==> src/rtl/ctrl_pkg.sv <==
// ============================================================================
// Module      : ctrl_pkg
// Description : Opcode constants, FSM state encoding and instruction field
//               positions shared by control_unit and imm_extend.
// Revision    : 1.0 - initial release
// ============================================================================
`default_nettype none

package ctrl_pkg;

   localparam logic [5:0] OP_LDI = 6'b010000;
   localparam logic [5:0] OP_LUI = 6'b010001;
   localparam logic [5:0] OP_LB  = 6'b011010;
   localparam logic [5:0] OP_SW  = 6'b011011;
   localparam logic [5:0] OP_BEQ = 6'b011110;
   localparam logic [5:0] OP_BLT = 6'b011111;

   localparam int OPC_MSB = 31;
   localparam int OPC_LSB = 26;
   localparam int R1_MSB  = 25;
   localparam int R1_LSB  = 21;
   localparam int R2_MSB  = 20;
   localparam int R2_LSB  = 16;
   localparam int R3_MSB  = 15;
   localparam int R3_LSB  = 11;
   localparam int IMM_MSB = 15;
   localparam int IMM_LSB = 0;

   typedef enum logic [2:0] {
      ST_IDLE   = 3'd0,
      ST_DECODE = 3'd1,
      ST_READ   = 3'd2,
      ST_EXEC   = 3'd3,
      ST_WB     = 3'd4
   } state_t;

   // Branches (BEQ/BLT share opcode[5:1]) and stores produce no register result.
   function automatic logic has_writeback(input logic [5:0] op);
      return !((op[5:1] == OP_BEQ[5:1]) || (op == OP_SW));
   endfunction

endpackage

`default_nettype wire

==> src/rtl/imm_extend.sv <==
// ============================================================================
// Module      : imm_extend
// Description : Combinational immediate extension; LDI/LUI zero-extend,
//               every other opcode sign-extends the 16-bit field.
// Revision    : 1.0 - initial release
// ============================================================================
`default_nettype none

module imm_extend
   import ctrl_pkg::*;
(
   input  logic [5:0]  opcode,
   input  logic [15:0] imm16,
   output logic [31:0] imm
);

   always_comb begin
      if (opcode[5:1] == OP_LDI[5:1]) begin
         imm = {16'h0000, imm16};
      end else begin
         imm = {{16{imm16[15]}}, imm16};
      end
   end

endmodule

`default_nettype wire

==> src/rtl/control_unit.sv <==
// ============================================================================
// Module      : control_unit
// Description : IDLE/DECODE/READ/EXEC/WB instruction sequencer with EXEC
//               timeout. Optional macro CTRL_ILLEGAL_OP_EN adds illegal_op.
// Revision    : 1.0 - initial release
// ============================================================================
`default_nettype none

module control_unit
   import ctrl_pkg::*;
#(
   parameter int EXEC_TIMEOUT = 16
)(
   input  logic        clk,
   input  logic        reset,
   input  logic [31:0] instr,
   input  logic        instr_valid,
   output logic        instr_ready,
   output logic [5:0]  opcode,
   output logic [4:0]  reg1,
   output logic [4:0]  reg2,
   output logic [4:0]  reg3,
   output logic [31:0] imm,
   output logic        reg_read,
   output logic        reg_write,
   output logic        alu_start,
   input  logic        alu_done,
   output logic        busy,
   output logic        timeout
`ifdef CTRL_ILLEGAL_OP_EN
   ,
   output logic        illegal_op
`endif
);

   localparam int CNT_W = $clog2(EXEC_TIMEOUT + 1);
   localparam int LAST  = EXEC_TIMEOUT - 1;

   state_t             state;
   state_t             next_state;
   logic [CNT_W-1:0]   exec_cnt;
   logic               capture;
   logic [31:0]        imm_ext;

   imm_extend u_imm_extend (
      .opcode (instr[OPC_MSB:OPC_LSB]),
      .imm16  (instr[IMM_MSB:IMM_LSB]),
      .imm    (imm_ext)
   );

   always_ff @(posedge clk) begin
      if (reset) begin
         state    <= ST_IDLE;
         opcode   <= '0;
         reg1     <= '0;
         reg2     <= '0;
         reg3     <= '0;
         imm      <= '0;
         exec_cnt <= '0;
      end else begin
         state <= next_state;
         if (capture) begin
            opcode <= instr[OPC_MSB:OPC_LSB];
            reg1   <= instr[R1_MSB:R1_LSB];
            reg2   <= instr[R2_MSB:R2_LSB];
            reg3   <= instr[R3_MSB:R3_LSB];
            imm    <= imm_ext;
         end
         // Counter idles at zero outside EXEC, so it is already clear on entry.
         if (state != ST_EXEC) begin
            exec_cnt <= '0;
         end else if (exec_cnt != CNT_W'(LAST)) begin
            exec_cnt <= exec_cnt + 1'b1;
         end
      end
   end

   always_comb begin
      next_state  = state;
      capture     = 1'b0;
      instr_ready = 1'b0;
      reg_read    = 1'b0;
      reg_write   = 1'b0;
      alu_start   = 1'b0;
      timeout     = 1'b0;
`ifdef CTRL_ILLEGAL_OP_EN
      illegal_op  = 1'b0;
`endif
      case (state)
         ST_IDLE: begin
            instr_ready = 1'b1;
            if (instr_valid) begin
               capture    = 1'b1;
               next_state = ST_DECODE;
            end
         end
         ST_DECODE: begin
`ifdef CTRL_ILLEGAL_OP_EN
            if (opcode[5]) begin
               illegal_op = 1'b1;
               next_state = ST_IDLE;
            end else begin
               next_state = ST_READ;
            end
`else
            next_state = ST_READ;
`endif
         end
         ST_READ: begin
            reg_read   = 1'b1;
            next_state = ST_EXEC;
         end
         ST_EXEC: begin
            alu_start = (exec_cnt == '0);
            // A done arriving on the final allowed cycle takes priority over abort.
            if (alu_done) begin
               next_state = has_writeback(opcode) ? ST_WB : ST_IDLE;
            end else if (exec_cnt == CNT_W'(LAST)) begin
               timeout    = 1'b1;
               next_state = ST_IDLE;
            end
         end
         ST_WB: begin
            reg_write  = 1'b1;
            next_state = ST_IDLE;
         end
         default: next_state = ST_IDLE;
      endcase
   end

   assign busy = (state != ST_IDLE);

endmodule

`default_nettype wire

==> config.mk <==
export PLATFORM = sky130hd
export DESIGN_NAME = control_unit
export DESIGN_NICKNAME = d
export VERILOG_FILES = /design/src/rtl/ctrl_pkg.sv /design/src/rtl/imm_extend.sv /design/src/rtl/control_unit.sv
export SDC_FILE = /design/constraint.sdc
export NUM_CORES = 1
export LEC_CHECK = 0
export CORE_UTILIZATION = 46
export CTS_BUF_LIST = sky130_fd_sc_hd__clkbuf_2
export CTS_CLUSTER_DIAMETER = 40
export DETAILED_ROUTE_END_ITERATION = 12
export GPL_TIMING_DRIVEN = 0
export PLACE_DENSITY_LB_ADDON = 0.1
export SETUP_SLACK_MARGIN = 0.02
export SYNTH_ARGS = -nofsm -noshare
export SYNTH_HDL_FRONTEND = slang
export SYNTH_HIERARCHICAL = 1
export SYNTH_SLANG_ARGS = --single-unit
==> constraint.sdc <==
create_clock -name clk -period 2.1 [get_ports clk]
set_input_delay 0.42 -clock clk [delete_from_list [all_inputs] [get_ports clk]]
set_output_delay 0.42 -clock clk [all_outputs]
set_load 0.005 [all_outputs]
==> results.py, run 1 <==
metrics = {
    "critical_path": {
        "slowest_delay_ps": 400,
        "r2r_end": "imm[16]",
        "cp-start-kind": "flop",
        "crit_fanout": 3,
        "criticalPathCategory": "reg2out",
        "cp_slowest_cell": "dfxtp_2",
        "cp_data_required_time_ps": 1680,
        "crit_path_start": "exec_cnt[0]",
        "r2r_slack_ps": 420,
        "cp_cell_sequence": "ha_4, and3_4, ha_4, nor4b_4, buf_2",
        "worstPathArrival_ps": 1650,
        "worstRegToRegCells": 5,
        "crit_end": "timeout",
        "reg2reg_from": "state[0]",
        "worstSetupEndpointType": "primary output",
        "crit_top_cell": "ha_4",
    },
    "sta": {
        "grt_setup_unrepaired": "true",
        "max_slew_margin_pct": 22.7,
        "setup_violations": 0,
        "max_clock_freq_mhz": 483,
        "tightest_slew_ps": 1160,
        "post-route-period-util_pct": 98.5,
        "drv_slew": 0,
        "skew_ps": 25.6,
        "min_period_ps": 2070,
        "hold_violations": 0,
        "fin_ws_ps": 30.7,
    },
    "synth": {
        "synthesis.instances": 317,
        "synth_top_family_by_area": "simple AND/OR/NAND/NOR gates",
        "synth_top_cell_by_area": "dfxtp_1",
        "yosysMostFrequentCell": "nand2_1",
        "synth_seq_area_share_pct": 46.9,
        "synth-xor-area-share_pct": 1.01,
        "synth.distinct_cells": 29,
        "syn_nets": 356,
        "yosys_warnings": 6,
        "synth_ff_type": "dfxtp_1",
        "synth_top_cells_by_area": "dfxtp_1, nand2_1, a21oi_1",
        "ys_ff_latch": 61,
        "muxShareOfSynthArea_pct": 0.384,
        "synth_top_cell_area_share_pct": 46.9,
        "yosys.area_share.simple_pct": 22.5,
        "netlist_area_mm2": 0.00260,
        "synth_fa_ha_area_share_pct": 1.44,
        "async_flop_share_pct": 0,
        "synth_compound_area_share_pct": 11.0,
        "syn_avg_cell_area_um2": 8.22,
        "synth_edf_count": 0,
        "synth_common_cells": "nand2_1, dfxtp_1, a21oi_1, buf_4, nor2_1",
    },
    "cts": {
        "clk_latency_ps": 470,
        "cts_tree": "done",
        "cts_root_buffer": "clkbuf_2",
        "cts_inserted_buffers": 9,
        "clock-sinks": 61,
        "cts_hold_buf": 0,
        "clk_pin_slew_ps": 170,
        "htree_levels": 3,
        "cts.path.max_buffers": 2,
    },
    "min_path": {
        "hold_start": "instr[7]",
        "worstHoldPathType": "in2reg",
    },
    "cells_and_area": {
        "drive_gt1_share_pct": 18.8,
        "final_net_count": 456,
        "regArea_mm2": 0.00123,
        "syn_to_final_growth_pct": 42.5,
        "multiInputGateArea_mm2": 0.00101,
        "fillers": 496,
        "n_antenna_cell": 0,
    },
    "route": {
        "post_drt_wl_per_cell_um": 11.6,
        "num_vias": 2284,
        "ant_nets": 0,
        "drt-initial-drc-count": 73,
        "first_pass_iters": 4,
        "drc_errors": 0,
        "vias_per_cell": 4.63,
        "totalWireLength_um": 5720,
    },
    "placement": {
        "place_congestion": 0.775,
        "place_hpwl_um": 3920,
        "post-place-ws_ps": -302,
        "port_buffers": 83,
    },
    "floorplan": {
        "start_util_pct": 47.6,
        "core.rowCount": 27,
        "io_pins": 95,
        "die_w_um": 77.3,
        "die_h_um": 77.3,
        "dieArea_mm2": 0.00597,
        "core_mm2": 0.00547,
    },
    "global_routing": {
        "antenna_found_initial": 0,
        "grt_pass1_vias": 2140,
        "grt_pass1_wl_um": 9320,
        "grt_max_degree": 17,
        "overflow": 0,
        "grt_usage_pct": 19.9,
    },
    "status": {
        "status": "completed",
    },
    "power": {
        "pwr_density_cell_mw_per_mm2": 644,
        "vdd_drop_max_uv": 365,
        "p_leak_nw": 1.48,
        "p_total_mw": 2.39,
    },
    "flow_run": {
        "cap_violations": 0,
    },
}
==> worst max-delay path, delay by kind of cell, from the launching register on <==
family / cells / cell delay (ps)
buffers and inverters: 1 / 150
flip-flops: 1 / 400
adder cells (fa/ha/maj): 2 / 270
AND/OR/NAND/NOR: 2 / 390
==> power by group <==
group,total [mW],switching [mW],internal (mW),leakage [nW]
sequential,1.29,0.0475,1.24,0.502
clock,0.535,0.388,0.147,0.0543
combinational,0.569,0.228,0.341,0.920
total,2.39,0.664,1.73,1.48
==> flip-flops by register name, summed over array words and instances (netlist names) <==
signal    flops
imm          32
opcode        6
exec_cnt      5
reg1          5
reg2          5
reg3          5
state         3
==> per-stage QoR <==
step | cells | TNS [ps] | hold slack (ps) | util [%] | cell area (um2)
finish | 493 | 0 | 178 | 67.8 | 3710
floorplan | 317 | 0 | 453 | - | 2610
detailed placement | 472 | -4810 | 446 | 64.4 | 3530
CTS | 491 | 0 | 141 | 67.3 | 3680
global placement | 472 | -4650 | 441 | 64.4 | 3530
global route | 493 | -44.9 | 147 | 67.8 | 3710
==> metal layers <==
layer  part of all wire [%]  vias to the layer above  track usage, %
li1                       -                     1185               -
met1                     44                     1013            22.4
met2                     47                       77            33.3
met3                    8.1                        9            6.07
met4                    1.2                        0            10.8
met5                      0                        -               0
==> placed cells by master, fill, tap and decap left out, drive strengths merged, types with 2 or more instances in the layout <==
cell and n:
or3 2, dlygate4sd2 2, nor3b 2, clkinv 4, inv 4, nor3 2, dfxtp 61, clkdlybuf4s50 77
nor2 13, nand2 107, xor2 2, nor4 2, nand4b 2, nor4b 2, clkbuf 19, a21oi 54
buf 52, ha 3
==> worst min-delay path by stage <==
stage          cells after the start  slack, ps  endpoint
3_3_place_gp                       2        440   reg2[0]
5_1_grt                            3        150    imm[9]
6_report                           3        180    imm[7]
4_1_cts                            3        140    imm[9]
2_1_floorplan                      2        450    imm[0]
3_5_place_dp                       2        450   reg1[3]
==> final cells by class <==
cell class | count | area share (%)
flip-flops and latches | 61 | 33.2
repair buffers | 91 | 23.7
clock buffers | 11 | 1.48
plain buffers | 50 | 11.1
multi-input cells | 200 | 27.2
clock inverters | 4 | 0.438
inverters | 4 | 0.405
well taps | 72 | 2.43
==> timing repair <==
item	4_1_cts	5_1_grt
setup endpoints to repair	6	4
buffers inserted	6	2
gates resized for setup	24	6
==> cells by family after synthesis <==
family / Yosys count
and+or+nand+nor: 137
DFF: 61
adders and majority gates: 3
muxes: 1
buffers and inverters: 56
xor gates and xnor gates: 3
AOI/OAI and AO/OA: 56
Power figures use the tool's default switching activity.
==> inputs of run 2 (changes only) <==
--- a/config.mk
+++ b/config.mk
@@ -5,13 +5,13 @@
 export SDC_FILE = /design/constraint.sdc
 export NUM_CORES = 1
 export LEC_CHECK = 0
+export CORE_MARGIN = 4
 export CORE_UTILIZATION = 46
 export CTS_BUF_LIST = sky130_fd_sc_hd__clkbuf_2
 export CTS_CLUSTER_DIAMETER = 40
 export DETAILED_ROUTE_END_ITERATION = 12
 export GPL_TIMING_DRIVEN = 0
-export PLACE_DENSITY_LB_ADDON = 0.1
-export SETUP_SLACK_MARGIN = 0.02
+export PLACE_DENSITY = 0.82
 export SYNTH_ARGS = -nofsm -noshare
 export SYNTH_HDL_FRONTEND = slang
 export SYNTH_HIERARCHICAL = 1
==> run 2 against run 1 <==
  * Critical path depth stayed put
  * Critical path type unchanged
  * First-iteration DRC count is 19% higher
  * Core utilization is 1.2 points lower
  * Critical endpoint unchanged
  * Largest power group unchanged
==> results.py, run 2 (synthesized netlist as in run 1, its figures left out) <==
metrics = {
    "status": {
        "status": "completed",
    },
    "critical_path": {
        "cp-start-kind": "flop",
        "reg2reg_from": "state[2]",
        "r2r_end": "reg2[1]",
        "worstRegToRegCells": 5,
        "crit_path_start": "exec_cnt[0]",
        "crit_end": "timeout",
        "crit_fanout": 2,
        "r2r_slack_ps": 430,
        "worstSetupEndpointType": "primary output",
        "criticalPathCategory": "reg2out",
        "cp_data_required_time_ps": 1680,
        "worstPathArrival_ps": 1620,
    },
    "sta": {
        "min_period_ps": 2040,
        "max_slew_margin_pct": 49.5,
        "tightest_slew_ps": 753,
        "setup_tns_ps": 0,
        "max_clock_freq_mhz": 490,
        "skew_ps": 11.4,
        "fin_ws_ps": 61.2,
        "drv_slew": 0,
        "hold_violations": 0,
        "hold_ws_ps": 195,
        "post-route-period-util_pct": 97.1,
        "grt_setup_unrepaired": "true",
        "setup_violations": 0,
    },
    "cells_and_area": {
        "regArea_mm2": 0.00123,
        "largest_reg_flops": 32,
        "top_register": "imm",
        "syn_to_final_growth_pct": 40.9,
        "mostFrequentLayoutCells": "nand2_1, clkdlybuf4s50_1, dfxtp_1",
        "n_antenna_cell": 0,
        "final_common_cell": "nand2_1",
        "postLayoutCoreUtil_pct": 66.6,
        "fillers": 481,
        "multiInputGateArea_um2": 1000,
        "final_net_count": 452,
        "drive_gt1_share_pct": 18.3,
        "top_regs": "imm (32), opcode (6)",
    },
    "route": {
        "ant_nets": 0,
        "totalWireLength_um": 5860,
        "drt-initial-drc-count": 87,
        "drc_errors": 0,
        "vias_per_cell": 4.66,
        "first_pass_iters": 4,
        "post_drt_wl_per_cell_um": 12.0,
        "num_vias": 2274,
    },
    "floorplan": {
        "core.rowCount": 27,
        "die_w_um": 83.3,
        "die_h_um": 83.3,
        "start_util_pct": 47.3,
        "dieArea_mm2": 0.00693,
        "io_pins": 95,
        "core_mm2": 0.00551,
    },
    "min_path": {
        "hold_depth": 3,
        "worstHoldPathType": "in2reg",
        "hold_start": "instr[8]",
    },
    "power": {
        "power_frac_clock_pct": 22.0,
        "p_leak_nw": 1.44,
        "p_sw_mw": 0.659,
        "pwr_density_cell_mw_per_mm2": 646,
        "p_total_mw": 2.37,
        "swShare_pct": 27.8,
        "p_int_mw": 1.71,
        "pwr-share-comb_pct": 23.9,
        "vdd_drop_max_uv": 437,
        "seqPwrFrac_pct": 54.2,
    },
    "global_routing": {
        "antenna_found_initial": 0,
        "grt_pass1_wl_um": 9780,
        "grt_max_degree": 17,
        "grt_pass1_vias": 2207,
        "overflow": 0,
        "grt_usage_pct": 17.3,
    },
    "placement": {
        "place_hpwl_um": 4250,
        "place_congestion": 0.748,
        "port_buffers": 83,
        "post-place-ws_ps": -359,
    },
    "cts": {
        "clk_pin_slew_ps": 160,
        "cts.path.max_buffers": 2,
        "cts_hold_buf": 0,
        "cts_root_buffer": "clkbuf_2",
        "cts_inserted_buffers": 9,
        "clock-sinks": 61,
        "clk_latency_ps": 450,
        "htree_levels": 3,
        "cts_tree": "done",
    },
    "flow_run": {
        "cap_violations": 0,
    },
}
==> run 2: cell count changes in the layout (fill, tap and decap cells not counted), moves of 2 or more <==
cell           before  now
dlygate4sd2_1       2    4
dfxtp_4             2    0
clkbuf_2           12   10
buf_4              39   34
dfxtp_2             3    5
==> run 2: worst min-delay path by stage <==
stage / to / slack [ps]
final: imm[8] / 190
after detailed placement: imm[7] / 450
after global routing: imm[9] / 120
after CTS: imm[9] / 140
after global placement: reg3[4] / 440
after floorplan: imm[0] / 450
==> run 2: worst max-delay path, cell delays in order (launching register included) <==
cell and delay (ps):
dfxtp_2 360, ha_2 170, and3_4 190, ha_4 120, nor4b_4 190, buf_2 150
==> run 2: power by group through the flow <==
stage                     Sequential [mW]  Clock [mW]  Combinational, mW
final                                1.28       0.520              0.566
after detailed placement             1.31           0              0.568
after global placement               1.30           0              0.558
after global routing                 1.29       0.598              0.623
after floorplan                      1.31           0              0.289
after CTS                            1.29       0.545              0.572
==> run 2: metal layers <==
layer	track usage (%)	part of all wire, %	up-vias
met5	0	0	-
met4	8.47	1.8	0
met3	6.25	9.3	11
met2	27.8	47	82
met1	20.2	42	1004
li1	-	-	1177
==> run 2: final cells by class <==
type	count	share of cell area, %
Sequential cell	61	33.4
Multi-Input combinational cell	200	27.2
Timing Repair Buffer	86	23.0
Buffer	51	11.6
Tap cell	72	2.45
Clock buffer	10	1.36
Clock inverter	4	0.477
Inverter	4	0.409
==> run 2: repair_timing <==
action | CTS | global route
endpoints found under the setup margin | 6 | 10
resized for setup | 25 | 3
hold endpoints to repair | 0 | 0
pin swaps | 0 | 0
setup buffers | 0 | 3
==> run 2: through the flow <==
step                cell area (um2)  cells
global placement               3530    472
floorplan                      2610    317
CTS                            3640    485
global route                   3670    488
detailed placement             3530    472
finish                         3670    488
==> inputs of run 3 (changes only) <==
==> constraint.sdc (replaced) <==
create_clock -name clk -period 2.1 [get_ports clk]
set_input_delay 0.42 -clock clk [delete_from_list [all_inputs] [get_ports clk]]
set_output_delay 0.42 -clock clk [all_outputs]
set_load 0.01 [all_outputs]
==> run 3 against run 2 <==
  * Flip-flop and latch count stayed put
  * Count of clock-buffer cells in the layout is the same
  * Non-clock buffer count rose by 2
  * Sequential power about the same
  * Critical endpoint unchanged
  * Core utilization is 0.30 points higher
  * Fmax increased by 0.73%
  * First-iteration DRC count is 15% lower
  * Clock power about the same
  * Largest cell class unchanged
  * Total power is 1.4% higher
  * Hold slack about the same
  * Combinational power increased by 5.8%
  * Critical path type unchanged
==> results.py, run 3 (synthesized netlist as in run 1, its figures left out) <==
metrics = {
    "status": {
        "status": "completed",
    },
    "min_path": {
        "worstHoldPathType": "in2reg",
    },
    "cells_and_area": {
        "syn_to_final_growth_pct": 41.5,
        "largest_reg_flops": 32,
        "n_antenna_cell": 0,
        "finish.instance_area_mm2": 0.00369,
        "mostFrequentLayoutCells": "nand2_1, clkdlybuf4s50_1, dfxtp_1",
        "top_regs": "imm (32), opcode (6)",
        "final_common_cell": "nand2_1",
        "postLayoutCoreUtil_pct": 66.9,
        "top_register": "imm",
        "drive_gt1_share_pct": 18.9,
        "final_net_count": 454,
    },
    "power": {
        "p_leak_nw": 1.45,
        "pwr-share-comb_pct": 24.9,
        "power_frac_clock_pct": 21.7,
        "p_total_mw": 2.40,
        "swShare_pct": 28.8,
        "p_int_mw": 1.71,
        "pwr_density_cell_mw_per_mm2": 652,
        "vdd_drop_max_uv": 440,
        "p_sw_mw": 0.692,
        "seqPwrFrac_pct": 53.4,
    },
    "global_routing": {
        "grt_pass1_vias": 2191,
        "overflow": 0,
        "grt_pass1_wl_um": 9640,
        "grt_max_degree": 17,
        "antenna_found_initial": 0,
        "grt_usage_pct": 17.0,
    },
    "floorplan": {
        "io_pins": 95,
        "start_util_pct": 47.3,
        "die_h_um": 83.3,
        "die_w_um": 83.3,
        "dieArea_mm2": 0.00693,
        "core_mm2": 0.00551,
        "core.rowCount": 27,
    },
    "cts": {
        "cts_hold_buf": 0,
        "cts_tree": "done",
        "cts_root_buffer": "clkbuf_2",
        "cts_inserted_buffers": 9,
        "clk_pin_slew_ps": 150,
        "clock-sinks": 61,
        "clk_latency_ps": 450,
        "htree_levels": 3,
        "cts.path.max_buffers": 2,
    },
    "sta": {
        "drv_slew": 0,
        "setup_tns_ps": 0,
        "fin_ws_ps": 75.9,
        "max_slew_margin_pct": 49.6,
        "hold_violations": 0,
        "post-route-period-util_pct": 96.4,
        "grt_setup_unrepaired": "true",
        "skew_ps": 9.26,
        "max_clock_freq_mhz": 494,
        "min_period_ps": 2020,
        "tightest_slew_ps": 752,
        "setup_violations": 0,
    },
    "critical_path": {
        "cp_data_required_time_ps": 1680,
        "worstSetupEndpointType": "primary output",
        "worstPathArrival_ps": 1600,
        "crit_fanout": 3,
        "cp-start-kind": "flop",
        "criticalPathCategory": "reg2out",
    },
    "placement": {
        "post-place-ws_ps": -359,
        "placed_area_mm2": 0.00353,
        "place_congestion": 0.748,
        "port_buffers": 83,
        "place_hpwl_um": 4250,
    },
    "route": {
        "vias_per_cell": 4.64,
        "first_pass_iters": 4,
        "drt-initial-drc-count": 74,
        "drc_errors": 0,
        "num_vias": 2273,
        "totalWireLength_um": 5920,
        "post_drt_wl_per_cell_um": 12.1,
        "ant_nets": 0,
    },
    "flow_run": {
        "cap_violations": 0,
    },
}
run 3: power by group through the flow:
stage / Combinational [mW] / Sequential, mW / Clock [mW]
final: 0.599 / 1.28 / 0.521
after CTS: 0.601 / 1.28 / 0.545
after global placement: 0.591 / 1.30 / 0
after detailed placement: 0.601 / 1.31 / 0
after floorplan: 0.292 / 1.34 / 0
after global routing: 0.654 / 1.29 / 0.596
run 3: final timing paths:
| kind | start | endpoint | slack, ps | cells after the start |
|---|---|---|---|---|
| min | instr[8] | imm[8] | 200 | 3 |
| max reg2reg | state[2] | reg2[1] | 450 | 5 |
| min reg2reg | reg1[3] | reg1[3] | 460 | 2 |
| max | exec_cnt[0] | timeout | 80 | 5 |
run 3: cell type report:
class,count,area (um2)
Fill cell,486,1820
Sequential cell,61,1230
Multi-Input combinational cell,200,1010
Timing Repair Buffer,88,857
Buffer,51,420
Tap cell,72,90.1
Clock buffer,10,50.0
Clock inverter,4,17.5
Inverter,4,15.0
run 3: through the flow:
| step | cells | hold WS, ps |
|---|---|---|
| 3_5_place_dp | 472 | 449 |
| 4_1_cts | 485 | 144 |
| 3_3_place_gp | 472 | 440 |
| 5_1_grt | 490 | 124 |
| 2_1_floorplan | 317 | 454 |
| 6_report | 490 | 195 |
run 3: worst max-delay path: stages (launching register included):
cell and delay, ps:
dfxtp_2 380, ha_4 130, and3_4 180, ha_4 130
nor4b_4 170, buf_2 160
run 3: what timing repair did:
item                       4_1_cts  5_1_grt
buffers inserted                 0        5
setup endpoints to repair        6       12
gates resized for setup         21       13
pin swaps                        0        0
run 3: routing by layer:
metal  share of wire [%]  vias up  global-route usage [%]
met4                 1.6        0                    8.02
met2                  46       79                    27.8
li1                    -     1185                       -
met3                 9.2       10                    6.15
met1                  43      999                    19.8
met5                   0        -                       0
==> variant 1 (settings of run 2) <==
Put a register stage on the output `timeout`. The value now appears one clock later. The other outputs are not delayed to match.
--- a/src/rtl/control_unit.sv
+++ b/src/rtl/control_unit.sv
@@ -37,2 +37,4 @@
    localparam int LAST  = EXEC_TIMEOUT - 1;
+
+   logic timeout_d;
 
@@ -84,3 +86,3 @@
       alu_start   = 1'b0;
-      timeout     = 1'b0;
+      timeout_d   = 1'b0;
 `ifdef CTRL_ILLEGAL_OP_EN
@@ -118,3 +120,3 @@
             end else if (exec_cnt == CNT_W'(LAST)) begin
-               timeout    = 1'b1;
+               timeout_d  = 1'b1;
                next_state = ST_IDLE;
@@ -132,2 +134,6 @@
 
+   always_ff @(posedge clk) begin
+      timeout <= timeout_d;
+   end
+
 endmodule
Behaviour: no difference found for any inputs over 10 cycles, from zero or initial values and one cycle with reset high; that may be too few to reach the edited logic, so the function may still have changed.
==> variant 1 against run 2 <==
Non-clock buffer count shrank 2; clock power increased by 2%; routed wire length fell by 0.48%; area after synthesis is 0.77% higher; critical path depth shrank 2; power increased by 0.86%; sequential cell count is 1 higher; setup slack improved by 0.088 ns; global-route usage down 0.31 points; design area shrank 1.2%; largest power group unchanged.
==> variant 1: results <==
{
  "nFillCells": 486,
  "gp_congestion": 0.781,
  "fin_skew_ns": 0.0123,
  "seq_area_frac_synth": 0.473,
  "cp-startpoint": "state[2]",
  "vdd_drop_max_mv": 0.437,
  "critical_path_peak_fanout": 10,
  "drive_gt1_frac": 0.154,
  "wl_met1_um": 2480,
  "met3_usage": 0.0859,
  "drt_iter0_drc": 116,
  "outcome": "complete, no violations",
  "synth_compound_area_frac": 0.109,
  "leakage_nw": 1.43,
  "synth_xor_xnor_area_share": 0.0100,
  "clkbuf_count": 11,
  "buffers": 135,
  "seq_cells": 62,
  "track_usage": 0.169,
  "final_nets": 451,
  "synth_mux_area_frac": 0.00381,
  "final-clk-cell-share": 0.0193,
  "wl_met2_um": 2670,
  "syn-num-nets": 357,
  "dp_slack_ns": -0.341,
  "grt_pass1_wl_um": 9660,
  "final-nonclk-buf-share": 0.344,
  "crit_arrival_ns": 1.53,
  "combPwrFrac": 0.234,
  "num_vias": 2277,
  "worstMarginPinSlew_ns": 0.710,
  "multi_input_area_share": 0.265,
  "regArea_um2": 1240,
  "synth-adder-area-share": 0.0143,
  "drt-wirelength-per-cell_um": 11.9,
  "regToRegStartpoint": "exec_cnt[0]",
  "met2_usage": 0.277
}
==> variant 1: cell types whose count changed after synthesis, sizes merged <==
cell,before,now
dfxtp,61,62
==> variant 1: worst paths after layout <==
check / slack [ns] / to / depth (start not counted)
worst max-delay path: 0.15 / busy / 3
worst min-delay path: 0.20 / imm[0] / 3
worst max register to register: 0.46 / exec_cnt[3] / 7
worst min register to register: 0.46 / reg3[0] / 2
==> variant 1: worst max-delay path: stages (launching register included) <==
cell	delay, ns
dfxtp_2	0.35
buf_6	0.13
or3_4	0.39
clkdlybuf4s15_1	0.22
==> variant 1: stage by stage <==
step	cells	cell area [um^2]	hold WS (ns)	power (mW)
global placement	473	3550	0.441	1.88
global route	488	3630	0.155	2.53
finish	488	3630	0.198	2.39
CTS	488	3630	0.164	2.42
floorplan	318	2630	0.453	1.62
detailed placement	473	3550	0.446	1.89
==> variant 1: timing repair <==
action                                  4_1_cts  5_1_grt
endpoints found under the setup margin        5       17
buffers inserted                              0        0
hold buffers                                  0        0
resized for setup                            11        4
==> variant 2 (settings of run 2) <==
Without the edit above. Add a define of `CTRL_ILLEGAL_OP_EN`.
--- a/src/rtl/control_unit.sv
+++ b/src/rtl/control_unit.sv
@@ -7,2 +7,4 @@
 `default_nettype none
+
+`define CTRL_ILLEGAL_OP_EN
 
Formal check against the unedited RTL (old outputs only; new: illegal_op): not equivalent (a bounded check fails within 4 cycles, from zero or initial values and one cycle with reset high).
==> variant 2 against run 2 <==
Sequential cell count did not move; largest power group unchanged; combinational power rose by 6.0%; routed wire length rose by 4.5%; power rose by 0.70%; area after synthesis rose by 0.19%; setup slack improved by 0.025 ns; utilization rose by 0.52 points; design area rose by 0.78%; global-route usage rose by 0.25 points.
==> variant 2: results <==
{
  "regToRegStartpoint": "state[0]",
  "track_usage": 0.175,
  "crit_family": "buffers and inverters",
  "maxSlewHeadroom": 0.230,
  "r2r_slack_ns": 0.50,
  "critical_path_peak_fanout": 3,
  "num_vias": 2314,
  "final_nets": 457,
  "core_um2": 5510,
  "vdd_drop_max_mv": 0.397,
  "dpl_cell_area_um2": 3540,
  "drive_gt1_frac": 0.183,
  "internal-power_mw": 1.73,
  "drt_iter0_drc": 61,
  "final-nonclk-buf-share": 0.349,
  "numCtsBuffers": 9,
  "hold_class": "in -> reg",
  "cts_setup_buffers": 3,
  "synth_area_leaders": "dfxtp_1 (47%), nand2_1 (15%), a21oi_1 (11%)",
  "synth.distinct_cells": 27,
  "outcome": "complete, no violations",
  "grt_pass1_wl_um": 9960,
  "min_to": "imm[4]",
  "synth_xor_xnor_area_share": 0.0101,
  "routed_wl_um": 6120,
  "hpwl_um": 4420,
  "grt_max_degree": 17,
  "gp_congestion": 0.711,
  "synthArstFlopShare": 0,
  "routed_via_density": 4.69,
  "clkLatencyLatePin_ns": 0.43,
  "synth_mux_area_frac": 0.00384,
  "multi_input_gates": 201,
  "buffers": 141,
  "cts-resized-gates": 14,
  "synthTopCellsByCount": "nand2_1 (107), dfxtp_1 (61), a21oi_1 (55), buf_4 (32), buf_6 (12)",
  "io_buffers": 84,
  "nFillCells": 464,
  "final-clk-cell-share": 0.0183,
  "path_clk_slew_ns": 0.14,
  "leakage_nw": 1.51,
  "seq_area_frac_synth": 0.468,
  "multi_input_area_share": 0.273,
  "crit_end": "alu_start",
  "power_frac_seq": 0.539,
  "fin_skew_ns": 0.0137,
  "dpl.cell_count": 475,
  "synth_compound_area_frac": 0.116,
  "syn-num-nets": 358,
  "pg_comb_mw": 0.600,
  "sh_seq_area": 0.331,
  "nNonClkInverters": 4,
  "r2r-end": "opcode[3]",
  "hp-start": "instr[4]",
  "root_buffer": "clkbuf_2",
  "avgSynthCellArea_um2": 8.18,
  "synth-adder-area-share": 0.0144,
  "seq_cells": 61,
  "crit_arrival_ns": 1.59,
  "grt_pass1_vias": 2239
}
variant 2: layer usage:
| metal | wire [um] | global-route usage | share of wire | up-vias |
|---|---|---|---|---|
| li1 | - | - | - | 1195 |
| met1 | 2580 | 0.194 | 0.42 | 1053 |
| met2 | 3090 | 0.309 | 0.51 | 57 |
| met3 | 356 | 0.0506 | 0.058 | 9 |
| met4 | 85 | 0.0758 | 0.014 | 0 |
| met5 | 0 | 0 | 0 | - |
variant 2: stage by stage:
stage | util | TNS [ns] | total power [mW] | hold slack, ns | setup WS, ns
after floorplan | - | 0 | 1.62 | 0.453 | 0.386
after global placement | 0.643 | -4.24 | 1.89 | 0.441 | -0.266
after detailed placement | 0.643 | -4.54 | 1.91 | 0.447 | -0.302
after CTS | 0.665 | -0.0103 | 2.42 | 0.169 | -0.0103
after global routing | 0.672 | -0.0877 | 2.55 | 0.172 | -0.0877
final | 0.672 | 0 | 2.39 | 0.228 | 0.0859
